<file path="src/rtl/lab7_2_pkg.sv">
// Shared definitions for the lab7_2 push-button front end: classifier state
// encoding and the 100 Hz scan-clock timing constants.
package lab7_2_pkg;

   typedef logic [1:0] btn_state_t;

   localparam btn_state_t S_IDLE  = 2'd0;
   localparam btn_state_t S_PRESS = 2'd1;
   localparam btn_state_t S_HELD  = 2'd2;

   // 2 s long-press threshold and 4 Hz auto-repeat at the 100 Hz scan clock
   localparam int LONG_2S = 200;
   localparam int REP_4HZ = 25;

endpackage

</file>
<file path="src/rtl/lab7_2_btn_debounce.sv">
// Two-flop synchronizer plus DEB_LEN-sample shift register; the debounced
// level only moves when every sample in the window agrees.
module lab7_2_btn_debounce
   import lab7_2_pkg::*;
#(
   parameter int DEB_LEN = 4
) (
   input  logic clk_100,
   input  logic rst_n,
   input  logic pb_in,
   output logic level_next,
   output logic pressed
);

   logic               sync_p0;
   logic               sync_p1;
   logic [DEB_LEN-1:0] window;

   // level_next is the value pressed takes on the coming edge; the classifier
   // reacts to it so its pulses line up with the edge pressed itself changes
   always_comb begin
      level_next = pressed;
      if (&window)
         level_next = 1'b1;
      else if (~|window)
         level_next = 1'b0;
   end

   always_ff @(posedge clk_100 or negedge rst_n) begin
      if (!rst_n) begin
         sync_p0 <= 1'b0;
         sync_p1 <= 1'b0;
         window  <= '0;
         pressed <= 1'b0;
      end else begin
         sync_p0 <= pb_in;
         sync_p1 <= sync_p0;
         window  <= {window[DEB_LEN-2:0], sync_p1};
         pressed <= level_next;
      end
   end

endmodule

</file>
<file path="src/rtl/lab7_2_btn_event.sv">
// Push-button event classifier: debounced level plus short, long and
// auto-repeat pulses for the lab7_2 countdown timer control FSM.
module lab7_2_btn_event
   import lab7_2_pkg::*;
#(
   parameter int DEB_LEN  = 4,
   parameter int LONG_CNT = LONG_2S,
   parameter int REP_CNT  = REP_4HZ,
   parameter int CNT_W    = 8
) (
   input  logic clk_100,
   input  logic rst_n,
   input  logic pb_in,
   output logic pressed,
   output logic short_pulse,
   output logic long_pulse,
   output logic rep_pulse
);

   localparam logic [CNT_W-1:0] LONG_LAST = CNT_W'(LONG_CNT - 1);
   localparam logic [CNT_W-1:0] REP_LAST  = (REP_CNT == 0) ? '0 : CNT_W'(REP_CNT - 1);

   btn_state_t       state;
   logic [CNT_W-1:0] hold_cnt;
   logic [CNT_W-1:0] rep_cnt;
   logic             level_next;
   logic             rise;
   logic             fall;

   function automatic logic [CNT_W-1:0] sat_inc(input logic [CNT_W-1:0] v);
      return (&v) ? v : v + 1'b1;
   endfunction

   lab7_2_btn_debounce #(
      .DEB_LEN (DEB_LEN)
   ) u_debounce (
      .clk_100    (clk_100),
      .rst_n      (rst_n),
      .pb_in      (pb_in),
      .level_next (level_next),
      .pressed    (pressed)
   );

   assign rise = level_next & ~pressed;
   assign fall = ~level_next & pressed;

   always_ff @(posedge clk_100 or negedge rst_n) begin
      if (!rst_n) begin
         state       <= S_IDLE;
         hold_cnt    <= '0;
         rep_cnt     <= '0;
         short_pulse <= 1'b0;
         long_pulse  <= 1'b0;
         rep_pulse   <= 1'b0;
      end else begin
         short_pulse <= 1'b0;
         long_pulse  <= 1'b0;
         rep_pulse   <= 1'b0;
         case (state)
            S_IDLE: begin
               hold_cnt <= '0;
               rep_cnt  <= '0;
               if (rise)
                  state <= S_PRESS;
            end
            S_PRESS: begin
               // a release on the threshold cycle is still a short press
               if (fall) begin
                  short_pulse <= 1'b1;
                  state       <= S_IDLE;
                  hold_cnt    <= '0;
                  rep_cnt     <= '0;
               end else if (hold_cnt == LONG_LAST) begin
                  long_pulse <= 1'b1;
                  rep_cnt    <= '0;
                  hold_cnt   <= sat_inc(hold_cnt);
                  state      <= S_HELD;
               end else begin
                  hold_cnt <= sat_inc(hold_cnt);
               end
            end
            S_HELD: begin
               if (fall) begin
                  state    <= S_IDLE;
                  hold_cnt <= '0;
                  rep_cnt  <= '0;
               end else begin
                  hold_cnt <= sat_inc(hold_cnt);
                  if (REP_CNT != 0) begin
                     if (rep_cnt == REP_LAST) begin
                        rep_pulse <= 1'b1;
                        rep_cnt   <= '0;
                     end else begin
                        rep_cnt <= sat_inc(rep_cnt);
                     end
                  end
               end
            end
            default: begin
               state    <= S_IDLE;
               hold_cnt <= '0;
               rep_cnt  <= '0;
            end
         endcase
      end
   end

endmodule

</file>
<file path="config.mk">
export PLATFORM = sky130hd
export DESIGN_NAME = lab7_2_btn_event
export DESIGN_NICKNAME = d
export VERILOG_FILES = /design/src/rtl/lab7_2_pkg.sv /design/src/rtl/lab7_2_btn_debounce.sv /design/src/rtl/lab7_2_btn_event.sv
export SDC_FILE = /design/constraint.sdc
export NUM_CORES = 1
export LEC_CHECK = 0
export ABC_CLOCK_PERIOD_IN_PS = 2100
export CORE_MARGIN = 1.5
export CORE_UTILIZATION = 57
export CTS_CLUSTER_SIZE = 24
export DETAILED_ROUTE_END_ITERATION = 12
export PLACE_DENSITY = 0.81
export SLEW_MARGIN = 20
export SYNTH_ARGS = -nofsm -noshare
export SYNTH_HDL_FRONTEND = slang
export SYNTH_SLANG_ARGS = --single-unit
</file>
<file path="constraint.sdc">
create_clock -name clk_100 -period 2.1 [get_ports clk_100]
set_input_delay 0.315 -clock clk_100 [delete_from_list [all_inputs] [get_ports clk_100]]
set_output_delay 0.315 -clock clk_100 [all_outputs]
set_load 0.02 [all_outputs]
</file>
## Word-level counts from Yosys, hierarchy flattened

Index checks and enable logic that the tools add are counted.

| word-level totals | value |
|---|---|
| register bits | 28 |
| bits in latches | 0 |
| memory bits (writable) | 0 |
| memory bits (read-only) | 0 |
| bits of input ports | 3 |
| output and inout bits | 4 |
| word-level logic and storage cells | 57 |
| memories kept | 0 |

| cells by class | value |
|---|---|
| add/sub/neg operators | 2 |
| multiply operators | 0 |
| div/mod/pow operators | 0 |
| $lt $le $gt $ge | 0 |
| eq/ne operators | 9 |
| shifts and indexed selects | 0 |
| muxes and demuxes | 24 |
| bitwise gates (word level) | 4 |
| reduce and logical (&&, ||, !) cells | 8 |

Operators by type and width:

| kind | number |
|---|---|
| $mux 8 | 8 |
| $add 8x1->8 const B | 2 |
| $pmux 8 s2 | 1 |
| $reduce_and 8->1 | 2 |
| $mux 1 | 10 |
| $eq 8x5->1 const B | 1 |
| $eq 8x8->1 const B | 1 |
| $mux 2 | 4 |
| $ne 3x3->1 const B | 2 |
| $pmux 2 s3 | 1 |
| $ne 2x2->1 const B | 2 |
| $ne 4x4->1 const B | 1 |
| $reduce_and 4->1 | 1 |
| $reduce_or 4->1 | 1 |
| $reduce_and 3->1 | 1 |
| $and 1x1->1 | 2 |
| $eq 2x1->1 const B | 1 |
| $eq 2x2->1 const B | 1 |
| $logic_not 2->1 | 1 |
| $not 1->1 | 2 |
| $reduce_and 2->1 | 1 |
| $reduce_or 2->1 | 1 |

## Logic depth before layout (Yosys ltp)

| depth | value |
|---|---|
| word-level depth | 7 |
| gate-level depth with buffers | 8 |
| depth with buffers taken out | 7 |

## By module

From an unflattened synthesis, not the netlist that was laid out.

| unflattened totals | value |
|---|---|
| cell total of the unflattened synthesis | 135 |
| area total of the unflattened synthesis | 1378.8 µm² |

Modules (own cells, without submodules):

| module | instances | cells an instance | area an instance (µm²) | seq. area each (µm²) |
|---|---|---|---|---|
| lab7_2_btn_event | 1 | 125 | 1177.4 | 525.5 |
| lab7_2_btn_debounce | 1 | 10 | 201.4 | 175.2 |

## Worst setup path after synthesis

OpenSTA, ideal clock, no wires.

| timing path | value |
|---|---|
| path kind | flip-flop to flip-flop |
| start | register hold_cnt[0] |
| end | register rep_cnt[7] |
| library setup time | 104 ps |
| arrival | 1616 ps |
| data required time | 1996 ps |
| path slack | 381 ps |
| cell stages (with the launch flop) | 7 |
| buffers on the path | 0 |
| period minus slack after synthesis | 1719 ps |
| path through | dfrtp_1 -> ha_1 -> nand4_2 -> or4_4 -> nand3_4 -> nand2_4 -> o41ai_2 |

| between the ends | value |
|---|---|
| word-level cells in the longest chain between the ends | 3 |

RTL lines:

| item | line | source |
|---|---|---|
| start, declared | lab7_2_btn_event.sv:24 | `logic [CNT_W-1:0] hold_cnt;` |
| start signal, assigned | lab7_2_btn_event.sv:76 | `hold_cnt <= sat_inc(hold_cnt);` |
| start signal, assigned | lab7_2_btn_event.sv:79 | `hold_cnt <= sat_inc(hold_cnt);` |
| start signal, assigned | lab7_2_btn_event.sv:88 | `hold_cnt <= sat_inc(hold_cnt);` |
| $eq 8x8->1 | lab7_2_btn_event.sv:73 | `end else if (hold_cnt == LONG_LAST) begin` |
| $ne 3x3->1 (no line) | - |  |
| $reduce_and 2->1 (no line) | - |  |
| end signal, assigned | lab7_2_btn_event.sv:94 | `rep_cnt <= sat_inc(rep_cnt);` |
| end, declared | lab7_2_btn_event.sv:25 | `logic [CNT_W-1:0] rep_cnt;` |

Every way passes these cells.
A chain may end at the register's enable or synchronous reset.

## Worst setup path in the final report

| timing path | value |
|---|---|
| start | register hold_cnt[0] |
| end | register state[1] |

| between the ends | value |
|---|---|
| word-level cells in the longest chain between the ends | 3 |

RTL lines:

| item | line | source |
|---|---|---|
| $eq 8x8->1 | lab7_2_btn_event.sv:73 |  |
| $ne 3x3->1 (no line) | - |  |
| $reduce_and 3->1 (no line) | - |  |
| end signal, assigned | lab7_2_btn_event.sv:70 | `state <= S_IDLE;` |
| end signal, assigned | lab7_2_btn_event.sv:77 | `state <= S_HELD;` |
| end signal, assigned | lab7_2_btn_event.sv:84 | `state <= S_IDLE;` |
| end, declared | lab7_2_btn_event.sv:23 | `btn_state_t state;` |

Every way passes these cells.

==> results.rst <==
.. list-table::
   :header-rows: 1

   * - Metric
     - Value
   * - Status
     - complete, no violations
   * - Largest family of logic cells by synthesized area
     - simple AND/OR/NAND/NOR gates
   * - GRT overflow
     - 0
   * - Highest net fanout along the worst path
     - 6
   * - Number of buffers created by CTS
     - 3
   * - Height of the die
     - 53.2 um
   * - Number of maximum-capacitance violations
     - 0
   * - Xor/xnor cell area share of the yosys netlist
     - 0.0244
   * - Clock latency at the later pin of the worst-skew pair
     - 0.32 ns
   * - Post-Synth Adder-Cell Area
     - 0.0523
   * - Number of hold-repair buffers added at the cts stage
     - 0
   * - Die extent in x
     - 53.2 um
   * - Worst path setup slack after routing
     - 0.213 ns
   * - Synthesized area
     - 1440 um^2
   * - Starting utilization of the core area
     - 0.625
   * - Tot GR Track Use
     - 0.211
   * - Worst EP required
     - 2.30 ns
   * - Peak supply drop
     - 0.591 mV
   * - Sum of negative setup slack
     - 0 ns
   * - Share of flip-flops with an asynchronous set or reset after synthesis
     - 1.00
   * - Setup repair after global routing missed its margin
     - no
   * - Maximum operating frequency
     - 530 MHz
   * - Wire length reported by the detailed router
     - 2480 um
   * - Instance count of the mapped netlist
     - 135
   * - Post-layout minimum cycle time
     - 1.89 ns
   * - Post-route worst hold slack
     - 0.346 ns
   * - Critical setup path kind
     - register to register
   * - Sequential fraction of the synthesis area
     - 0.488
   * - Ratio of cells with drive above 1 in the final layout
     - 0.111
   * - Number of diodes added for antenna fixing
     - 0
   * - Synthesis Warnings
     - 0
   * - Maximum clock path buffer count
     - 2
   * - Clock root buffer master
     - sky130_fd_sc_hd__clkbuf_4
   * - Share of synthesized area spent on multiplexers
     - 0.0139
   * - Minimum setup slack after placement
     - 0.247 ns
   * - Number of global-route vias before repair
     - 1008
   * - First-pass GRT wire length
     - 4320 um
   * - Simple-Gate Fraction of Synth Area
     - 0.252
   * - Number of slew-limit violations in the final report
     - 0
   * - Register bit count reported by yosys
     - 28
   * - Postcts setup bufs
     - 0
   * - Layout Skew
     - 0.00523 ns
   * - Gpl congestion
     - 0.890
   * - Remaining antenna violation count
     - 0
   * - Number of antenna violations at the first check in global routing
     - 0
   * - Hold Fails Final Rpt
     - 0
   * - Fraction of the mapped netlist area in compound gates
     - 0.146
   * - Static leakage
     - 0.690 nW
   * - Maximum number of pins on one net before global-route repair
     - 29
   * - Die area
     - 2830 um^2
   * - TritonCTS Sinks
     - 28
   * - Power density cells
     - 795 nW/um^2
   * - Cts repair resizes
     - 0
   * - Synth Area per Inst
     - 10.6 um^2
   * - Nets in the synthesized netlist
     - 144
   * - Core Region
     - 2300 um^2
   * - Final period util
     - 0.899
   * - EDFF count, synth
     - 0
   * - Relative slew slack
     - 0.652
   * - Nets@finish
     - 154
   * - Sort of element at the start of the critical path
     - register
   * - Starting DRC count in detailed routing
     - 19
   * - Via density per instance
     - 6.06
   * - Leading post-synthesis cells by cell area
     - sky130_fd_sc_hd__dfrtp_1 49%, sky130_fd_sc_hd__ha_1 5.2%, sky130_fd_sc_hd__nor2_1 3.7%, sky130_fd_sc_hd__and3_1 3.5%, sky130_fd_sc_hd__o21ai_1 3.1%
   * - Iteration count of the initial detailed-routing pass
     - 4
   * - CTS tree
     - done
   * - Netlist cell types
     - 42
   * - Synth area leader
     - sky130_fd_sc_hd__dfrtp_1
   * - Post-detailed-placement half-perimeter wirelength
     - 1800 um
   * - Portion of synthesized cell area occupied by the leading cell type
     - 0.488
   * - Transition time of the tightest slew-check pin
     - 0.517 ns
   * - Critical Path Sink Type
     - register
   * - Kind of path behind the tightest hold check
     - input pin to async pin
   * - Routed wirelength normalized by instance count
     - 14.4 um
   * - Number of top-level pins
     - 7
   * - Area Growth Syn to Fin
     - 9.76%
   * - Number of vias in the routed layout
     - 1043
   * - Number of failing setup endpoints in the final timing report
     - 0
   * - Main synth FF type
     - sky130_fd_sc_hd__dfrtp_1
   * - PortBufs
     - 6
   * - DRC violation count after routing
     - 0
   * - H-tree levels
     - 1
   * - Util after Layout
     - 0.686
   * - Row cnt
     - 17
   * - Clock-pin slew on the worst setup and hold paths
     - 0.15 ns
   * - Data arrival time at the worst-slack endpoint
     - 2.09 ns
-- critical path, cell delays in order, from the launching register on --
cell and delay (ns):
sky130_fd_sc_hd__dfrtp_1 0.41, sky130_fd_sc_hd__ha_1 0.24, sky130_fd_sc_hd__nand4_2 0.18, sky130_fd_sc_hd__or4_4 0.49, sky130_fd_sc_hd__a21oi_2 0.19, sky130_fd_sc_hd__o21ai_0 0.12
sky130_fd_sc_hd__mux2i_1 0.14
-- layout by cell type, fill, tap and decap left out, types with 3 or more instances in the layout --
cell type | netlist | layout
sky130_fd_sc_hd__a31oi_1 | 3 | 3
sky130_fd_sc_hd__and3_1 | 8 | 8
sky130_fd_sc_hd__clkbuf_4 | 0 | 3
sky130_fd_sc_hd__clkdlybuf4s50_1 | 0 | 6
sky130_fd_sc_hd__dfrtp_1 | 28 | 28
sky130_fd_sc_hd__ha_1 | 6 | 6
sky130_fd_sc_hd__inv_1 | 5 | 5
sky130_fd_sc_hd__nand2_1 | 6 | 6
sky130_fd_sc_hd__nand3_1 | 7 | 7
sky130_fd_sc_hd__nor2_1 | 14 | 14
sky130_fd_sc_hd__nor3_1 | 5 | 5
sky130_fd_sc_hd__nor3b_1 | 3 | 3
sky130_fd_sc_hd__o21ai_0 | 4 | 4
sky130_fd_sc_hd__o21ai_1 | 9 | 9
sky130_fd_sc_hd__o31ai_1 | 3 | 3
sky130_fd_sc_hd__xor2_1 | 3 | 3
-- state kept, by name, indices dropped and copies added, names as in the netlist, 2 cells and up --
name,flops
hold_cnt,8
rep_cnt,8
state,2
u_debounce.window,4
-- cells in the mapped netlist (2+ instances only) --
cell                       n
sky130_fd_sc_hd__nor2b_1   2
sky130_fd_sc_hd__o21ai_1   9
sky130_fd_sc_hd__nor3_1    5
sky130_fd_sc_hd__xor2_1    3
sky130_fd_sc_hd__ha_1      6
sky130_fd_sc_hd__nand3_1   7
sky130_fd_sc_hd__mux2i_1   2
sky130_fd_sc_hd__nor2_1   14
sky130_fd_sc_hd__o21ai_0   4
sky130_fd_sc_hd__nand2_1   6
sky130_fd_sc_hd__inv_1     5
sky130_fd_sc_hd__dfrtp_1  28
sky130_fd_sc_hd__and3_1    8
sky130_fd_sc_hd__nand4_1   2
sky130_fd_sc_hd__o31ai_1   3
sky130_fd_sc_hd__a31oi_1   3
sky130_fd_sc_hd__nor3b_1   3
-- power by group --
| group | leakage, nW | total (mW) | switching [mW] | internal (mW) |
|---|---|---|---|---|
| registers | 0.374 | 0.619 | 0.0411 | 0.578 |
| logic | 0.288 | 0.285 | 0.171 | 0.114 |
| clock network | 0.0279 | 0.349 | 0.156 | 0.193 |
-- layout make-up --
| class | count | area [um^2] |
|---|---|---|
| fillers | 184 | 722 |
| flip-flops and latches | 28 | 701 |
| multi-input cells | 100 | 701 |
| repair buffers | 7 | 67.6 |
| well taps | 28 | 35.0 |
| clock inverters | 1 | 30.0 |
| clock buffers | 3 | 22.5 |
| inverters | 5 | 18.8 |
-- logic make-up after synthesis --
group / count (synthesis)
xor+xnor: 4
compound gates: 28
simple gates: 60
flops: 28
fa+ha+maj: 6
buf+inv: 7
mux: 2
-- through the flow --
| step | total power [mW] | cell area, um^2 | cells |
|---|---|---|---|
| detailed placement | 0.913 | 1520 | 168 |
| floorplan | 0.841 | 1440 | 135 |
| finish | 1.25 | 1580 | 172 |
| CTS | 1.26 | 1580 | 172 |
| global placement | 0.899 | 1520 | 168 |
| global route | 1.32 | 1580 | 172 |
-- routing by layer --
metal / vias up / track usage / part of all wire
met1: 510 / 0.282 / 0.47
met3: 2 / 0.0254 / 0.023
li1: 514 / - / -
met5: - / 0 / 0
met4: 0 / 0.0897 / 0.0069
met2: 17 / 0.344 / 0.50
-- path summary, 6_finish.rpt --
| kind | slack (ns) | startpoint | to | cells past startpoint |
|---|---|---|---|---|
| worst max-delay path | 0.21 | hold_cnt[0] | state[1] | 6 |
| worst min-delay path | 0.35 | rst_n | rep_cnt[6] | 2 |
| worst max register to register | 0.21 | hold_cnt[0] | state[1] | 6 |
| worst min register to register | 0.37 | u_debounce.sync_p0 | u_debounce.sync_p1 | 0 |
| max in group asynchronous | 1.50 | rst_n | state[1] | 2 |
| min in group clk_100 | 0.37 | u_debounce.sync_p0 | u_debounce.sync_p1 | 0 |
Note: power is estimated with default switching activity, not from simulation.
